--- src/rtl/fifo_stream_pkg.sv ---
// -----------------------------------------------------------------------------
// fifo_stream_pkg
// Shared types and constants for the FIFO stream writer.
//   skid_state_t : occupancy of the 2-entry skid buffer (EMPTY / ONE / TWO)
//   SKID_DEPTH   : number of beats the skid buffer can absorb
// -----------------------------------------------------------------------------
package fifo_stream_pkg;

  typedef enum logic [1:0] {
    SKID_EMPTY,
    SKID_ONE,
    SKID_TWO
  } skid_state_t;

  localparam int SKID_DEPTH = 2;

endpackage : fifo_stream_pkg

--- src/rtl/fifo_stream_writer.sv ---
// -----------------------------------------------------------------------------
// fifo_stream_writer
// Upstream feeder for a FIFO write port. Takes a valid/ready byte stream,
// holds up to two beats in a skid buffer and writes them to the FIFO while
// prog_full is low. s_ready comes from registered state only, so prog_full
// never reaches the upstream ready path combinationally.
//
// Handshake: a beat transfers on a rising edge where s_valid & s_ready are
// both high; s_data/s_last are don't-care while s_valid is low. The FIFO side
// has no ready: a write happens on every edge where wr_en is high.
//
// Ports:
//   clk, rst   : clock (rising edge), asynchronous active-high reset
//   s_valid    : upstream beat valid
//   s_ready    : block can accept a beat this cycle
//   s_data     : upstream beat data
//   s_last     : last beat of a packet (counted only, not forwarded)
//   wr_en      : FIFO write strobe
//   din        : FIFO write data (head of the skid buffer)
//   prog_full  : FIFO programmable-full flag, blocks writes while high
//   word_cnt   : FIFO writes issued, wraps at 2^CNT_W
//   pkt_cnt    : accepted beats with s_last=1, wraps at 2^CNT_W
//   busy       : skid buffer holds at least one beat
//   state_dbg  : skid buffer state, for checkers and debug
// -----------------------------------------------------------------------------
module fifo_stream_writer
  import fifo_stream_pkg::*;
#(
  parameter int WIDTH = 8,
  parameter int CNT_W = 16
) (
  input  logic             clk,
  input  logic             rst,
  input  logic             s_valid,
  output logic             s_ready,
  input  logic [WIDTH-1:0] s_data,
  input  logic             s_last,
  output logic             wr_en,
  output logic [WIDTH-1:0] din,
  input  logic             prog_full,
  output logic [CNT_W-1:0] word_cnt,
  output logic [CNT_W-1:0] pkt_cnt,
  output logic             busy,
  output skid_state_t      state_dbg
);

  skid_state_t      state_q, state_d;
  logic [WIDTH-1:0] head_q, head_d;
  logic [WIDTH-1:0] tail_q, tail_d;
  logic [CNT_W-1:0] word_cnt_q, word_cnt_d;
  logic [CNT_W-1:0] pkt_cnt_q, pkt_cnt_d;

  logic accept;
  logic pop;

  // Output decode: ready and write strobe depend on registered state only,
  // plus prog_full for the write side.
  assign s_ready   = (state_q != SKID_TWO);
  assign busy      = (state_q != SKID_EMPTY);
  assign wr_en     = (state_q != SKID_EMPTY) & ~prog_full;
  assign din       = head_q;
  assign word_cnt  = word_cnt_q;
  assign pkt_cnt   = pkt_cnt_q;
  assign state_dbg = state_q;

  assign accept = s_valid & s_ready;
  assign pop    = wr_en;

  // Head always holds the oldest beat, tail the newest.
  always_comb begin
    state_d = state_q;
    head_d  = head_q;
    tail_d  = tail_q;
    unique case (state_q)
      SKID_EMPTY: begin
        if (accept) begin
          head_d  = s_data;
          state_d = SKID_ONE;
        end
      end
      SKID_ONE: begin
        if (accept && pop) begin
          // Head leaves this edge and the new beat replaces it.
          head_d = s_data;
        end else if (accept) begin
          tail_d  = s_data;
          state_d = SKID_TWO;
        end else if (pop) begin
          state_d = SKID_EMPTY;
        end
      end
      SKID_TWO: begin
        if (pop) begin
          head_d  = tail_q;
          state_d = SKID_ONE;
        end
      end
      default: begin
        state_d = SKID_EMPTY;
      end
    endcase
  end

  always_comb begin
    word_cnt_d = word_cnt_q;
    pkt_cnt_d  = pkt_cnt_q;
    if (pop) begin
      word_cnt_d = word_cnt_q + 1'b1;
    end
    if (accept && s_last) begin
      pkt_cnt_d = pkt_cnt_q + 1'b1;
    end
  end

  always_ff @(posedge clk or posedge rst) begin
    if (rst) begin
      state_q    <= SKID_EMPTY;
      head_q     <= '0;
      tail_q     <= '0;
      word_cnt_q <= '0;
      pkt_cnt_q  <= '0;
    end else begin
      state_q    <= state_d;
      head_q     <= head_d;
      tail_q     <= tail_d;
      word_cnt_q <= word_cnt_d;
      pkt_cnt_q  <= pkt_cnt_d;
    end
  end

endmodule : fifo_stream_writer

--- config.mk ---
export PLATFORM = sky130hd
export DESIGN_NAME = fifo_stream_writer
export DESIGN_NICKNAME = d
export VERILOG_FILES = /design/src/rtl/fifo_stream_pkg.sv /design/src/rtl/fifo_stream_writer.sv
export SDC_FILE = /design/constraint.sdc
export NUM_CORES = 1
export LEC_CHECK = 0
export ABC_AREA = 0
export BUFFER_PORTS_ARGS = -buffer_cell sky130_fd_sc_hd__clkbuf_2
export CAP_MARGIN = 40
export CORE_MARGIN = 8
export CORE_UTILIZATION = 30
export CTS_BUF_LIST = sky130_fd_sc_hd__clkbuf_16
export DETAILED_ROUTE_END_ITERATION = 6
export PLACE_DENSITY = 0.48
export SLEW_MARGIN = 10
export SYNTH_ARGS = -nofsm -noshare
export SYNTH_HDL_FRONTEND = slang
export SYNTH_SLANG_ARGS = --single-unit
export TNS_END_PERCENT = 5
--- constraint.sdc ---
create_clock -name clk -period 2.32 [get_ports clk]
set_input_delay 0 -clock clk [delete_from_list [all_inputs] [get_ports clk]]
set_output_delay 0 -clock clk [all_outputs]
set_load 0.05 [all_outputs]
==> results.md <==
- Setup-failing EPs final: 0
- Worst Setup EP: pkt_cnt[15]
- Startpoint Class: register
- Yosys reg bits: 50
- H-tree depth: 2
- Via-to-Cell Ratio: 4.389
- Worst reg2reg path depth: 4
- Final Non-Filler Cells: 360
- Clock Tree Root: clkbuf_16
- Global placement routability congestion: 0.7025
- Fin Clk Skew: 0.006569 ns
- Max-cap violations: 0
- Pwr Total: 0.003341 W
- Metal-1 WL: 2.221 mm
- Reg2reg setup slack: 0.67 ns
- CP cell instances: nand2b_1 -> nor3b_2 -> nand4_1 -> xnor2_1
- Hpwl dp: 3.497 mm
- Tmin final: 1.650 ns
- Antenna diodes: 0
- Final Net Count: 275
- Peak supply drop: 0.6555 mV
- Port Buffers: 57
- Unrepaired setup endpoints after global routing: false
- Clock tree from TritonCTS: built
- Worst-skew pair later-pin latency: 0.28 ns
- CORE AREA: 7137 sq um
- DRC viols: 0
- Static Leak: 1.382 nW
- Placed Cells: 343
- Sequential area share after synthesis: 0.5760
- Antenna violations before repair: 0
- Grt ovf: 0
- Vias in the first global route: 1595
- CTS-repair resized insts: 0
- First-pass GRT wire length: 7.962 mm
- Slowest CP cell: nor3b_2
- Syn Inst Count: 186
- CTS Sinks: 50
- Area grow syn2layout: 30.24%
- Synth Net Count: 201
- Pwr Density: 1181 nW/um^2
- Outcome: completed
- # IOs: 58
- DR WL met2: 2.052 mm
- Worst hold path class: input port to register
- Met3 WL: 397 microns
- Worst endpoint data arrival time: 1.82 ns
- 1st-pass router iterations: 4
- GRT Total Usage: 0.09887
- Hold_ws: 0.07276 ns
- Detailed Route Iter0 Violations: 46
- Mapped cell area: 2172 sq um
- Highest Signal Layer: met4
- DP Worst Slack: 0.6386 ns
- Die area: 10220 sq um
- Drt wl/cell: 13.19 microns
- Hold_buf cts: 9
- Period utilization: 0.7112
- Syn. warnings: 0
- Crit Path Category: register to register
- # Post-CTS Setup Buffers: 0
- Critical path origin: state_dbg[0]
- Endpoints failing hold: 0
- Worst Path Required: 2.49 ns
- Crit end category: register
- Total wire length: 4.749 mm
- FMAX: 0.6061 GHz
- Starting Density: 0.3043
- Clock Path Buffers: 2
- PnR worst setup slack: 0.6700 ns
- Die H: 101.1 microns
- Share of layout cells above drive strength 1: 0.3218
- Max Transition Viols Final: 0
- R2r startpoint: state_dbg[0]
- Mean post-synth cell area: 11.68 sq um
- Yosys cell types: 26
- Num CTS Buffers: 5
- Rel. slew slack: 0.5356
- Largest fanout on the critical path: 8
- Max incr delay on CP: 0.48 ns
- Reg clk slew, reported paths: 0.07 ns
- Largest net degree at the start of global routing: 34
- Worst-Margin Slew: 0.6956 ns
- Cell Rows: 31
- Fin Setup TNS: 0 ns
- Chip width: 101.1 microns
- Vias post-DR: 1580
- RR Endpoint: pkt_cnt[15]
- Post-route ant nets: 0
==> worst min path at each step <==
| stage | from | end | slack (ns) | cells past startpoint |
|---|---|---|---|---|
| final | s_valid | state_dbg[0] | 0.07 | 3 |
| after detailed placement | rst | word_cnt[10] | 0.15 | 2 |
| after CTS | s_valid | state_dbg[0] | 0.08 | 3 |
| after floorplan | s_data[0] | tail_q[0] | 0.15 | 1 |
| after global routing | s_valid | state_dbg[0] | 0.09 | 3 |
| after global placement | rst | word_cnt[10] | 0.15 | 2 |
==> cells in the mapped netlist, drive strengths merged <==
master | number | area, sq um
dfrtp | 50 | 1251
nand2 | 26 | 97.59
xnor2 | 25 | 219.0
nand3 | 12 | 60.06
mux2 | 9 | 101.4
nand4 | 9 | 56.30
o21ai | 9 | 45.04
mux2i | 8 | 80.08
nor2 | 5 | 18.77
xor2 | 5 | 43.79
inv | 4 | 15.01
and3 | 3 | 18.77
buf | 3 | 15.01
nor3 | 3 | 25.02
a21oi | 2 | 10.01
ha | 2 | 25.02
nor2b | 2 | 12.51
nor3b | 2 | 25.02
a22oi | 1 | 7.510
and4 | 1 | 8.760
nand2b | 1 | 6.260
nor4 | 1 | 6.260
o21bai | 1 | 11.26
o22ai | 1 | 6.260
or2 | 1 | 6.260
==> sequential cells by signal, indices dropped and copies added (netlist names) <==
register and flops:
pkt_cnt 16, word_cnt 16, din 8, tail_q 8
state_dbg 2
==> layer usage <==
metal,global-route usage,vias up
met5,0,-
met4,0.04124,0
met3,0.04144,6
met2,0.1442,41
met1,0.1246,745
li1,-,788
==> area by class of cell <==
type	count	area [sq um]
Sequential cell	50	1251
Inverter	4	15.01
Tap cell	99	123.9
Clock buffer	5	125.1
Clock inverter	3	17.52
Timing Repair Buffer	70	405.4
Fill cell	736	4308
Multi-Input combinational cell	129	890.9
==> stage by stage <==
stage                 util  instance area (sq um)
finish              0.3964                   2829
floorplan                -                   2172
detailed placement  0.3638                   2596
global route        0.3964                   2829
global placement    0.3638                   2596
CTS                 0.3964                   2829
==> logic make-up (layout without fill, tap and decap cells) <==
kind of cell | count (synthesis) | after routing | synth area share
AOI/OAI and AO/OA | 14 | 14 | 0.03687
xor gates and xnor gates | 30 | 30 | 0.1210
adders and majority gates | 2 | 2 | 0.01152
buffers and inverters | 7 | 82 | 0.01382
DFF | 50 | 50 | 0.5760
muxes | 17 | 17 | 0.08353
and+or+nand+nor | 66 | 66 | 0.1573
==> critical path, delay by kind of cell (launching register included) <==
kind	cells	cell delay (ns)
xor+xnor	1	0.16
flops	1	0.47
simple gates	3	0.89
==> power by group <==
part           switching [W]  internal, W
Sequential          0.000219      0.00111
Clock               0.000314     0.000396
Combinational       0.000948     0.000354
==> cell usage in the layout (no fill, tap or decap), types with 2 or more instances in the layout <==
| cell | instances |
|---|---|
| clkbuf_2 | 57 |
| dfrtp_1 | 50 |
| nand2_1 | 26 |
| xnor2_1 | 25 |
| nand3_1 | 12 |
| nand4_1 | 9 |
| mux2_2 | 9 |
| o21ai_0 | 9 |
| dlygate4sd3_1 | 9 |
| mux2i_1 | 8 |
| nor2_1 | 5 |
| xor2_1 | 5 |
| clkbuf_16 | 5 |
| inv_1 | 4 |
| buf_4 | 4 |
| and3_1 | 3 |
| nor3_2 | 2 |
| nor2b_1 | 2 |
| a21oi_1 | 2 |
| nor3b_2 | 2 |
| ha_1 | 2 |
Power figures use the tool's default switching activity.
